### config.mk
export PLATFORM = sky130hd
export DESIGN_NAME = ddr3_port_arbiter_flat
export DESIGN_NICKNAME = d
export VERILOG_FILES = /design/src/rtl/ddr3_port_arbiter_if.sv /design/src/rtl/ddr3_port_arbiter.sv /design/src/flat_wrapper.sv
export SDC_FILE = /design/constraint.sdc
export NUM_CORES = 1
export LEC_CHECK = 0
export CORE_AREA = 2 2 557 559
export CTS_CLUSTER_DIAMETER = 150
export DETAILED_ROUTE_END_ITERATION = 6
export DIE_AREA = 0 0 559 561
export DONT_BUFFER_PORTS = 1
export PLACE_DENSITY = 0.3
export SLEW_MARGIN = 10
export SYNTH_ARGS = -nofsm -noshare
export SYNTH_HDL_FRONTEND = slang
export SYNTH_SLANG_ARGS = --single-unit
### constraint.sdc
create_clock -name ddr3clk -period 7.4 [get_ports ddr3clk]
set_clock_uncertainty 0.2 [all_clocks]
set_input_delay 1.85 -clock ddr3clk [delete_from_list [all_inputs] [get_ports ddr3clk]]
set_output_delay 1.85 -clock ddr3clk [all_outputs]
set_load 0.005 [all_outputs]
### src/rtl/ddr3_port_arbiter_if.sv
// Bus bundle between one write master, two read masters and a DDR3 controller port.
// The slave modport is the arbiter's view; master is the surrounding system's view.
interface ddr3_port_arbiter_if;
    logic [26:0]  wr_address;
    logic [255:0] wr_writedata;
    logic         wr_write;
    logic [4:0]   wr_burstcount;
    logic         wr_waitrequest;

    logic [26:0]  rd0_address;
    logic         rd0_read;
    logic [4:0]   rd0_burstcount;
    logic         rd0_waitrequest;
    logic [255:0] rd0_readdata;
    logic         rd0_readdatavalid;

    logic [26:0]  rd1_address;
    logic         rd1_read;
    logic [4:0]   rd1_burstcount;
    logic         rd1_waitrequest;
    logic [255:0] rd1_readdata;
    logic         rd1_readdatavalid;

    logic [26:0]  ddr3_address;
    logic         ddr3_read;
    logic         ddr3_write;
    logic [255:0] ddr3_writedata;
    logic [4:0]   ddr3_burstcount;
    logic         ddr3_waitrequest;
    logic [255:0] ddr3_readdata;
    logic         ddr3_readdatavalid;

    logic [3:0]   tag_level;
    logic         err_orphan;

    modport slave (
        input  wr_address, wr_writedata, wr_write, wr_burstcount,
        output wr_waitrequest,
        input  rd0_address, rd0_read, rd0_burstcount,
        output rd0_waitrequest, rd0_readdata, rd0_readdatavalid,
        input  rd1_address, rd1_read, rd1_burstcount,
        output rd1_waitrequest, rd1_readdata, rd1_readdatavalid,
        output ddr3_address, ddr3_read, ddr3_write, ddr3_writedata, ddr3_burstcount,
        input  ddr3_waitrequest, ddr3_readdata, ddr3_readdatavalid,
        output tag_level, err_orphan
    );

    modport master (
        output wr_address, wr_writedata, wr_write, wr_burstcount,
        input  wr_waitrequest,
        output rd0_address, rd0_read, rd0_burstcount,
        input  rd0_waitrequest, rd0_readdata, rd0_readdatavalid,
        output rd1_address, rd1_read, rd1_burstcount,
        input  rd1_waitrequest, rd1_readdata, rd1_readdatavalid,
        input  ddr3_address, ddr3_read, ddr3_write, ddr3_writedata, ddr3_burstcount,
        output ddr3_waitrequest, ddr3_readdata, ddr3_readdatavalid,
        input  tag_level, err_orphan
    );
endinterface

### src/rtl/ddr3_port_arbiter.sv
// Round-robin arbiter sharing one DDR3 controller port between a write master and two
// read masters; a tag FIFO records read ownership so return beats route back correctly.
module ddr3_port_arbiter #(
    parameter int MAX_BURST = 16,
    parameter int TAG_DEPTH = 8
) (
    input logic                ddr3clk,
    input logic                ddr3clk_reset,
    ddr3_port_arbiter_if.slave bus
);
    localparam logic [1:0] ST_ARB      = 2'd0;
    localparam logic [1:0] ST_RD_CMD   = 2'd1;
    localparam logic [1:0] ST_WR_BURST = 2'd2;

    localparam logic [1:0] SEL_WR  = 2'd0;
    localparam logic [1:0] SEL_RD0 = 2'd1;
    localparam logic [1:0] SEL_RD1 = 2'd2;

    localparam int         PTR_W  = (TAG_DEPTH > 1) ? $clog2(TAG_DEPTH) : 1;
    localparam logic [3:0] DEPTH  = 4'(TAG_DEPTH);
    localparam logic [4:0] BC_MAX = 5'(MAX_BURST);

    logic [1:0]       state, sel, last;
    logic [4:0]       beat_cnt, ret_cnt, wr_bc_q;
    logic [26:0]      wr_addr_q;
    logic [5:0]       tag_mem [TAG_DEPTH];
    logic [PTR_W-1:0] wr_ptr, rd_ptr;
    logic [3:0]       level;
    logic             err_q;

    logic       req_wr, req_rd0, req_rd1, gnt_any;
    logic [1:0] gnt;
    logic       first_beat, wr_accept, wr_last, rd_accept, has_tag, ret_beat, ret_last;
    logic [4:0] wr_len, cur_bc;
    logic [5:0] head;

    function automatic logic [4:0] clamp_bc(input logic [4:0] bc);
        return (bc > BC_MAX) ? BC_MAX : bc;
    endfunction

    function automatic logic [PTR_W-1:0] ptr_inc(input logic [PTR_W-1:0] p);
        return (p == PTR_W'(TAG_DEPTH - 1)) ? '0 : p + PTR_W'(1);
    endfunction

    // Full check uses the registered level only, so a same-cycle pop never frees a slot early.
    assign req_wr  = bus.wr_write;
    assign req_rd0 = bus.rd0_read && (level < DEPTH);
    assign req_rd1 = bus.rd1_read && (level < DEPTH);

    always_comb begin
        gnt_any = 1'b1;
        gnt     = SEL_WR;
        case (last)
            SEL_WR: begin
                if (req_rd0)      gnt = SEL_RD0;
                else if (req_rd1) gnt = SEL_RD1;
                else if (req_wr)  gnt = SEL_WR;
                else              gnt_any = 1'b0;
            end
            SEL_RD0: begin
                if (req_rd1)      gnt = SEL_RD1;
                else if (req_wr)  gnt = SEL_WR;
                else if (req_rd0) gnt = SEL_RD0;
                else              gnt_any = 1'b0;
            end
            default: begin
                if (req_wr)       gnt = SEL_WR;
                else if (req_rd0) gnt = SEL_RD0;
                else if (req_rd1) gnt = SEL_RD1;
                else              gnt_any = 1'b0;
            end
        endcase
    end

    assign first_beat = (beat_cnt == '0);
    assign wr_len     = clamp_bc(first_beat ? bus.wr_burstcount : wr_bc_q);
    assign wr_accept  = (state == ST_WR_BURST) && bus.wr_write && !bus.ddr3_waitrequest;
    assign wr_last    = wr_accept && (beat_cnt + 5'd1 == wr_len);

    assign cur_bc    = (sel == SEL_RD1) ? bus.rd1_burstcount : bus.rd0_burstcount;
    assign rd_accept = (state == ST_RD_CMD) && !bus.ddr3_waitrequest;

    assign head     = tag_mem[rd_ptr];
    assign has_tag  = (level != '0);
    assign ret_beat = bus.ddr3_readdatavalid && has_tag;
    assign ret_last = ret_beat && (ret_cnt + 5'd1 == head[4:0]);

    assign bus.rd0_readdata      = bus.ddr3_readdata;
    assign bus.rd1_readdata      = bus.ddr3_readdata;
    assign bus.rd0_readdatavalid = ret_beat && !head[5];
    assign bus.rd1_readdatavalid = ret_beat && head[5];
    assign bus.ddr3_writedata    = bus.wr_writedata;
    assign bus.tag_level         = level;
    assign bus.err_orphan        = err_q;

    always_comb begin
        bus.ddr3_read       = 1'b0;
        bus.ddr3_write      = 1'b0;
        bus.ddr3_address    = '0;
        bus.ddr3_burstcount = '0;
        bus.wr_waitrequest  = 1'b1;
        bus.rd0_waitrequest = 1'b1;
        bus.rd1_waitrequest = 1'b1;
        case (state)
            ST_RD_CMD: begin
                bus.ddr3_read       = 1'b1;
                bus.ddr3_address    = (sel == SEL_RD1) ? bus.rd1_address : bus.rd0_address;
                bus.ddr3_burstcount = cur_bc;
                if (sel == SEL_RD1) bus.rd1_waitrequest = bus.ddr3_waitrequest;
                else                bus.rd0_waitrequest = bus.ddr3_waitrequest;
            end
            ST_WR_BURST: begin
                bus.ddr3_write      = bus.wr_write;
                bus.ddr3_address    = first_beat ? bus.wr_address : wr_addr_q;
                bus.ddr3_burstcount = first_beat ? bus.wr_burstcount : wr_bc_q;
                bus.wr_waitrequest  = bus.ddr3_waitrequest;
            end
            default: ;
        endcase
    end

    always_ff @(posedge ddr3clk) begin
        if (ddr3clk_reset) begin
            state     <= ST_ARB;
            sel       <= SEL_WR;
            last      <= SEL_RD1;
            beat_cnt  <= '0;
            wr_addr_q <= '0;
            wr_bc_q   <= '0;
            wr_ptr    <= '0;
            rd_ptr    <= '0;
            level     <= '0;
            ret_cnt   <= '0;
            err_q     <= 1'b0;
        end else begin
            case (state)
                ST_ARB: begin
                    if (gnt_any) begin
                        sel   <= gnt;
                        last  <= gnt;
                        state <= (gnt == SEL_WR) ? ST_WR_BURST : ST_RD_CMD;
                    end
                end
                ST_RD_CMD: begin
                    if (rd_accept) state <= ST_ARB;
                end
                ST_WR_BURST: begin
                    if (wr_accept) begin
                        if (first_beat) begin
                            wr_addr_q <= bus.wr_address;
                            wr_bc_q   <= bus.wr_burstcount;
                        end
                        if (wr_last) begin
                            beat_cnt <= '0;
                            state    <= ST_ARB;
                        end else begin
                            beat_cnt <= beat_cnt + 5'd1;
                        end
                    end
                end
                default: state <= ST_ARB;
            endcase

            if (rd_accept) wr_ptr <= ptr_inc(wr_ptr);
            if (ret_last)  rd_ptr <= ptr_inc(rd_ptr);
            if (rd_accept && !ret_last)      level <= level + 4'd1;
            else if (ret_last && !rd_accept) level <= level - 4'd1;

            if (ret_beat) ret_cnt <= ret_last ? '0 : ret_cnt + 5'd1;
            if (bus.ddr3_readdatavalid && !has_tag) err_q <= 1'b1;
        end
    end

    always_ff @(posedge ddr3clk) begin
        if (rd_accept && !ddr3clk_reset)
            tag_mem[wr_ptr] <= {sel == SEL_RD1, clamp_bc(cur_bc)};
    end
endmodule

### src/flat_wrapper.sv
// flat-port wrapper written by rule: the top's interface ports become plain ports
module ddr3_port_arbiter_flat 
#(
    parameter int MAX_BURST = 16,
    parameter int TAG_DEPTH = 8
)
  (ddr3clk, ddr3clk_reset, bus_wr_address, bus_wr_writedata, bus_wr_write, bus_wr_burstcount, bus_wr_waitrequest, bus_rd0_address, bus_rd0_read, bus_rd0_burstcount, bus_rd0_waitrequest, bus_rd0_readdata, bus_rd0_readdatavalid, bus_rd1_address, bus_rd1_read, bus_rd1_burstcount, bus_rd1_waitrequest, bus_rd1_readdata, bus_rd1_readdatavalid, bus_ddr3_address, bus_ddr3_read, bus_ddr3_write, bus_ddr3_writedata, bus_ddr3_burstcount, bus_ddr3_waitrequest, bus_ddr3_readdata, bus_ddr3_readdatavalid, bus_tag_level, bus_err_orphan);
  ddr3_port_arbiter_if bus_i ();
  input logic ddr3clk;
  input logic ddr3clk_reset;
  input wire logic [$bits(bus_i.wr_address)-1:0] bus_wr_address;
  input wire logic [$bits(bus_i.wr_writedata)-1:0] bus_wr_writedata;
  input wire logic [$bits(bus_i.wr_write)-1:0] bus_wr_write;
  input wire logic [$bits(bus_i.wr_burstcount)-1:0] bus_wr_burstcount;
  output wire logic [$bits(bus_i.wr_waitrequest)-1:0] bus_wr_waitrequest;
  input wire logic [$bits(bus_i.rd0_address)-1:0] bus_rd0_address;
  input wire logic [$bits(bus_i.rd0_read)-1:0] bus_rd0_read;
  input wire logic [$bits(bus_i.rd0_burstcount)-1:0] bus_rd0_burstcount;
  output wire logic [$bits(bus_i.rd0_waitrequest)-1:0] bus_rd0_waitrequest;
  output wire logic [$bits(bus_i.rd0_readdata)-1:0] bus_rd0_readdata;
  output wire logic [$bits(bus_i.rd0_readdatavalid)-1:0] bus_rd0_readdatavalid;
  input wire logic [$bits(bus_i.rd1_address)-1:0] bus_rd1_address;
  input wire logic [$bits(bus_i.rd1_read)-1:0] bus_rd1_read;
  input wire logic [$bits(bus_i.rd1_burstcount)-1:0] bus_rd1_burstcount;
  output wire logic [$bits(bus_i.rd1_waitrequest)-1:0] bus_rd1_waitrequest;
  output wire logic [$bits(bus_i.rd1_readdata)-1:0] bus_rd1_readdata;
  output wire logic [$bits(bus_i.rd1_readdatavalid)-1:0] bus_rd1_readdatavalid;
  output wire logic [$bits(bus_i.ddr3_address)-1:0] bus_ddr3_address;
  output wire logic [$bits(bus_i.ddr3_read)-1:0] bus_ddr3_read;
  output wire logic [$bits(bus_i.ddr3_write)-1:0] bus_ddr3_write;
  output wire logic [$bits(bus_i.ddr3_writedata)-1:0] bus_ddr3_writedata;
  output wire logic [$bits(bus_i.ddr3_burstcount)-1:0] bus_ddr3_burstcount;
  input wire logic [$bits(bus_i.ddr3_waitrequest)-1:0] bus_ddr3_waitrequest;
  input wire logic [$bits(bus_i.ddr3_readdata)-1:0] bus_ddr3_readdata;
  input wire logic [$bits(bus_i.ddr3_readdatavalid)-1:0] bus_ddr3_readdatavalid;
  output wire logic [$bits(bus_i.tag_level)-1:0] bus_tag_level;
  output wire logic [$bits(bus_i.err_orphan)-1:0] bus_err_orphan;
  assign bus_i.wr_address = bus_wr_address;
  assign bus_i.wr_writedata = bus_wr_writedata;
  assign bus_i.wr_write = bus_wr_write;
  assign bus_i.wr_burstcount = bus_wr_burstcount;
  assign bus_wr_waitrequest = bus_i.wr_waitrequest;
  assign bus_i.rd0_address = bus_rd0_address;
  assign bus_i.rd0_read = bus_rd0_read;
  assign bus_i.rd0_burstcount = bus_rd0_burstcount;
  assign bus_rd0_waitrequest = bus_i.rd0_waitrequest;
  assign bus_rd0_readdata = bus_i.rd0_readdata;
  assign bus_rd0_readdatavalid = bus_i.rd0_readdatavalid;
  assign bus_i.rd1_address = bus_rd1_address;
  assign bus_i.rd1_read = bus_rd1_read;
  assign bus_i.rd1_burstcount = bus_rd1_burstcount;
  assign bus_rd1_waitrequest = bus_i.rd1_waitrequest;
  assign bus_rd1_readdata = bus_i.rd1_readdata;
  assign bus_rd1_readdatavalid = bus_i.rd1_readdatavalid;
  assign bus_ddr3_address = bus_i.ddr3_address;
  assign bus_ddr3_read = bus_i.ddr3_read;
  assign bus_ddr3_write = bus_i.ddr3_write;
  assign bus_ddr3_writedata = bus_i.ddr3_writedata;
  assign bus_ddr3_burstcount = bus_i.ddr3_burstcount;
  assign bus_i.ddr3_waitrequest = bus_ddr3_waitrequest;
  assign bus_i.ddr3_readdata = bus_ddr3_readdata;
  assign bus_i.ddr3_readdatavalid = bus_ddr3_readdatavalid;
  assign bus_tag_level = bus_i.tag_level;
  assign bus_err_orphan = bus_i.err_orphan;
  ddr3_port_arbiter #(.MAX_BURST(MAX_BURST), .TAG_DEPTH(TAG_DEPTH)) u_core (.ddr3clk(ddr3clk), .ddr3clk_reset(ddr3clk_reset), .bus(bus_i));
endmodule
==> key figures, run 1 <==
Floorplanning
  – Top-level I/O count: 1427
  – Row cnt: 204
  – Initial Util: 3.83%
  – Die ar.: 0.314 mm²
  – Core area: 0.308 mm²
  – Chip height: 561 µm
  – Die X: 559 µm

Logic synthesis
  – Synth Cell Area: 0.0118 mm²
  – Number of synthesized flops with an enable pin: 48
  – Area contributors post-synth: buf_4, edfxtp_1, dfxtp_1
  – Syn Nets: 1996
  – Synth cell types: 53
  – Syn Area/Cell: 8.62 µm²
  – Post-synthesis sequential area ratio: 22.6%
  – Post-synthesis sequential element count: 109
  – Count leader, synth: buf_4
  – Mapped Cells: 1367
  – Synth top cells by count: buf_4, nand2_1, mux2_2
  – Yosys warns: 0
  – Async set-or-reset flop fraction in the synthesized netlist: 0%
  – Leading area contributor after synthesis: buf_4
  – Synth Flop Type: dfxtp_1
  – Top-area cell type share of the netlist area: 49.0%

Routing
  – 1st-iter DRT viols: 460
  – DR pass1 iterations: 4
  – Via count: 6492
  – Wirelength per Cell: 37.7 µm
  – Antenna-violating nets left: 0
  – Vias/cell: 1.38
  – Post-Route WL: 178000 µm
  – DRC errors left: 0

Critical path
  – CP Max Fanout: 25
  – Setup crit start kind: register
  – Worst r2r dst: u_core.bus.tag_level[3]
  – Worst EP arrival: 3090 ps
  – Critical path class: reg -> out
  – Crit path capture type: primary output
  – Req. time, crit path: 5350 ps
  – Reg2Reg Setup Slack: 3350 ps
  – R2r worst-path depth: 14
  – CP Launch Point: u_core.last[0]

Clocking
  – Worst skew pair latency: 420 ps
  – Root Buffer: clkbuf_16
  – # hold bufs at CTS: 0
  – Post-CTS Setup Bufs: 0
  – Num CTS Buffers: 9
  – Clk sinks: 109
  – H-Tree Depth: 3
  – Post-CTS sizing: 0
  – Clock buffer depth: 2
  – Clk slew on worst S/H paths: 120 ps
  – CTS tree: done

Placed design
  – DPL Wire Length: 167000 µm
  – Routability cong.: 0.725
  – DP Area: 0.0111 mm²
  – Port bufs: 0

Timing
  – Slew Viols, Final: 0
  – Final setup viols: 0
  – RSZ-0062 raised after global routing: no
  – Worst-margin pin slew: 1140 ps
  – Final hold vios: 0
  – Setup TNS: 0 ps
  – Tcrit/Tclk final: 69.5%
  – Fin crit period: 5140 ps
  – Fin Hold WS: 260 ps
  – Worst slew margin: 23.3%
  – Max Fclk: 195 MHz

Finish
  – Final nets: 1210
  – FILL cells: 36500
  – Final Instance Area: 0.0114 mm²
  – Area delta synth->final: -3.03%
  – Fraction of layout cells with a size suffix above 1: 17.6%

Worst hold path
  – Hold Path Origin: u_core.wr_addr_q[11]
  – Worst Hold Class: reg -> reg
  – Cells on Worst Hold Path: 2
  – Worst min-delay path endpoint: u_core.wr_addr_q[11]

Pwr
  – Leak: 0.00211 µW
  – Power Density: 173 mW/mm²
  – Peak VDD IR: 0.143 mV

Status
  – Outcome: completed

GRT
  – First-pass GRT wire length: 194000 µm
  – Total GRT Usage: 10.9%
  – Largest net degree at the start of global routing: 70
  – Initial antenna violation count: 57
  – Vias in the first global route: 5933
  – Gr ovfl total: 0

Run
  – Max_cap viols: 0
registers in the layout, indices dropped and copies added (netlist names), named ones only:
register               flops
u_core.tag_mem            48
u_core.wr_addr_q          27
u_core.beat_cnt            5
u_core.ret_cnt             5
u_core.wr_bc_q             5
u_core.bus.tag_level       4
u_core.rd_ptr              3
u_core.wr_ptr              3
u_core.last                2
u_core.state               2
u_core.bus.err_orphan      1
u_core.sel                 1
metrics by stage:
stage / setup slack, ps / instances / total power [µW] / util, %
after floorplan: 2920 / 1367 / 1470 / -
after global placement: 2370 / 4690 / 1440 / 3.61
after detailed placement: 2360 / 4690 / 1450 / 3.61
after CTS: 1980 / 4706 / 2050 / 3.71
after global routing: 2080 / 4708 / 2090 / 3.71
final: 2260 / 4717 / 1970 / 3.72
routing by layer:
metal | vias up | share of wire (%) | global-route usage (%)
met5 | - | 0.36 | 0.858
met4 | 50 | 2.9 | 2.67
met3 | 340 | 39 | 20.0
met2 | 1361 | 44 | 16.8
met1 | 2618 | 14 | 4.41
li1 | 2123 | - | -
worst max path at each step:
| stage | cells after the start | to | slack, ps |
|---|---|---|---|
| 2_1_floorplan | 3 | bus_ddr3_burstcount[4] | 2920 |
| 3_3_place_gp | 3 | bus_ddr3_burstcount[4] | 2370 |
| 3_5_place_dp | 3 | bus_ddr3_burstcount[4] | 2360 |
| 4_1_cts | 5 | bus_ddr3_burstcount[2] | 1980 |
| 5_1_grt | 5 | bus_ddr3_burstcount[2] | 2080 |
| 6_report | 5 | bus_ddr3_burstcount[2] | 2260 |
area by class of cell:
type | count | area, µm² | share of cell area, %
diodes | 11 | 27.5 | 0.241
flip-flops and latches | 109 | 2660 | 23.3
inverters | 10 | 37.5 | 0.328
repair buffers | 10 | 75.1 | 0.657
multi-input cells | 441 | 3170 | 27.7
clock buffers | 9 | 225 | 1.97
well taps | 4120 | 5150 | 45.1
clock inverters | 7 | 80.1 | 0.701
cell families (layout without fill, tap and decap cells):
logic type	Yosys count	in the layout	synth area share, %
other cells	0	11	0
mux	95	95	8.96
buf+inv	817	36	50.7
xor+xnor	13	13	0.966
fa+ha+maj	14	14	1.55
simple gates	201	201	8.68
flops	109	109	22.6
compound gates	118	118	6.54
report_power, final:
group	switching (µW)	internal, µW	leakage (µW)
registers	42.3	674	0.000932
clock network	323	245	0.000146
logic	450	237	0.00104
critical path, stage by stage (launching register included):
cell and delay (ps):
dfxtp_1 390, nor2b_4 690, buf_4 520, mux2_2 260, a22oi_1 90, nor2b_1 660
layout by cell type (no fill, tap or decap), types with 4 or more instances in the layout:
cell type	instances
xnor2_1	7
nand2b_1	15
o22ai_1	4
xor2_1	6
mux2_2	63
nor3_1	8
a21oi_1	48
nand3b_1	5
nor2b_1	42
o21ai_0	7
a22oi_1	38
nand3_1	5
mux2i_1	29
buf_4	10
dfxtp_1	61
clkbuf_16	9
ha_1	10
nor2_1	26
edfxtp_1	48
a22o_1	4
nand2_1	78
diode_2	11
inv_1	10
and2_1	4
Note: power is estimated with default switching activity, not from simulation.
==> run 2, diff against run 1 <==
- clock period: 7.4 -> 4.4 ns (I/O delays scaled with it)
==> run 2 against run 1 <==
Global-route usage fell by 0.065 points. Wire length decreased by 0.69%. Combinational power rose by 69%. Clock power rose by 63%. Largest cell class unchanged.
==> key figures, run 2 (synthesized netlist as in run 1, its figures left out) <==
Status
  – Outcome: completed

Pwr
  – Peak VDD IR: 0.190 mV
  – Leak: 0.00220 µW
  – Power Density: 283 mW/mm²

Finish
  – Final Instance Area: 0.0116 mm²
  – Most frequent cells in the layout: nand2_1, mux2_2, dfxtp_1
  – FILL cells: 36500
  – Fraction of layout cells with a size suffix above 1: 19.6%
  – Biggest regs: u_core.tag_mem (48), u_core.wr_addr_q (27)
  – Most common cell after layout, fill and taps aside: nand2_1
  – Area delta synth->final: -1.51%
  – Final nets: 1225
  – Max reg flops: 48
  – Top reg by flops: u_core.tag_mem

Run
  – Max_cap viols: 0

Critical path
  – Slowest CP cell: a22oi_1
  – Critical-path cell list: inv_1 -> ha_1 -> nor4b_4 -> buf_12 -> mux2_2 -> a22oi_1 -> nor2b_1
  – Setup crit start kind: register
  – Req. time, crit path: 3100 ps
  – Crit-path max cell delay: 450 ps
  – Worst EP arrival: 2650 ps
  – Crit path capture type: primary output
  – CP Max Fanout: 38
  – Critical path class: reg -> out

Routing
  – Antenna-violating nets left: 0
  – DR pass1 iterations: 5
  – Via count: 6483
  – DRC errors left: 0
  – Post-Route WL: 176000 µm
  – Wirelength per Cell: 37.2 µm
  – 1st-iter DRT viols: 494
  – Vias/cell: 1.37

Floorplanning
  – Die ar.: 0.314 mm²
  – Chip height: 561 µm
  – Die X: 559 µm
  – Initial Util: 3.83%
  – Row cnt: 204
  – Core area: 0.308 mm²
  – Top-level I/O count: 1427

Timing
  – Slew Viols, Final: 0
  – RSZ-0062 raised after global routing: no
  – Final hold vios: 0
  – Tcrit/Tclk final: 89.7%
  – Worst slew margin: 43.0%
  – Setup TNS: 0 ps
  – Max Fclk: 253 MHz
  – Worst-margin pin slew: 853 ps
  – Final setup viols: 0
  – Fin crit period: 3950 ps

Placed design
  – Routability cong.: 0.736
  – DPL Wire Length: 167000 µm
  – DP Area: 0.0112 mm²
  – Port bufs: 0

GRT
  – Vias in the first global route: 6106
  – First-pass GRT wire length: 193000 µm
  – Largest net degree at the start of global routing: 70
  – Total GRT Usage: 10.8%
  – Initial antenna violation count: 54
  – Gr ovfl total: 0

Clocking
  – H-Tree Depth: 3
  – Num CTS Buffers: 9
  – Post-CTS Setup Bufs: 0
  – Clk sinks: 109
  – Clk slew on worst S/H paths: 90 ps
  – CTS tree: done
  – Worst skew pair latency: 420 ps
  – # hold bufs at CTS: 0
  – Root Buffer: clkbuf_16
  – Post-CTS sizing: 0
  – Clock buffer depth: 2

Worst hold path
  – Worst Hold Class: reg -> reg
==> run 2: cell count changes in the layout (fill, tap and decap cells not counted), sizes merged <==
| cell | change |
|---|---|
| buf | +15 |
| clkinvlp | +1 |
| diode | +14 |
| inv | -2 |
| clkinv | +1 |
==> run 2: per-layer routing <==
metal / GRT usage (%) / routed length [µm]
met2: 16.5 / 76600
met1: 4.38 / 25700
met3: 20.0 / 68200
met5: 1.02 / 507
met4: 3.00 / 5360
==> run 2: final timing paths <==
kind | from | endpoint | slack, ps | depth (start not counted)
worst max-delay path | u_core.beat_cnt[0] | bus_ddr3_address[11] | 450 | 7
worst min register to register | u_core.wr_addr_q[0] | u_core.wr_addr_q[0] | 260 | 2
worst min-delay path | u_core.wr_addr_q[0] | u_core.wr_addr_q[0] | 260 | 2
worst max register to register | register | u_core.bus.tag_level[3] | 870 | 14
==> run 2: report_power, final <==
group          switching, µW  internal [µW]  leakage, µW  total [µW]
combinational            715            441      0.00113        1160
sequential              70.1           1130     0.000932        1200
clock                    523            403     0.000140         925
==> run 2: per-stage QoR <==
| stage | setup slack [ps] | total power, µW | instances | hold WS (ps) | util, % |
|---|---|---|---|---|---|
| 2_1_floorplan | 932 | 2470 | 1367 | 234 | - |
| 3_3_place_gp | 748 | 2420 | 4705 | 241 | 3.66 |
| 3_5_place_dp | 821 | 2420 | 4705 | 244 | 3.66 |
| 4_1_cts | 405 | 3400 | 4721 | 258 | 3.75 |
| 5_1_grt | 281 | 3500 | 4732 | 274 | 3.76 |
| 6_report | 454 | 3290 | 4746 | 259 | 3.77 |
==> run 2: worst max-delay path, delay by kind of cell (launching register included) <==
family                   cells  cell delay (ps)
AO/OA/AOI/OAI                1              450
adder cells (fa/ha/maj)      1              160
buffers and inverters        2              410
flip-flops                   1              380
multiplexers                 1              380
AND/OR/NAND/NOR              2              390
==> run 2: layout make-up <==
cell class / count / area (µm²) / area share (%)
diodes: 25 / 62.6 / 0.539
well taps: 4120 / 5150 / 44.4
clock inverters: 7 / 73.8 / 0.636
inverters: 10 / 37.5 / 0.323
repair buffers: 25 / 225 / 1.94
clock buffers: 9 / 225 / 1.94
flip-flops and latches: 109 / 2660 / 22.9
multi-input cells: 441 / 3170 / 27.3
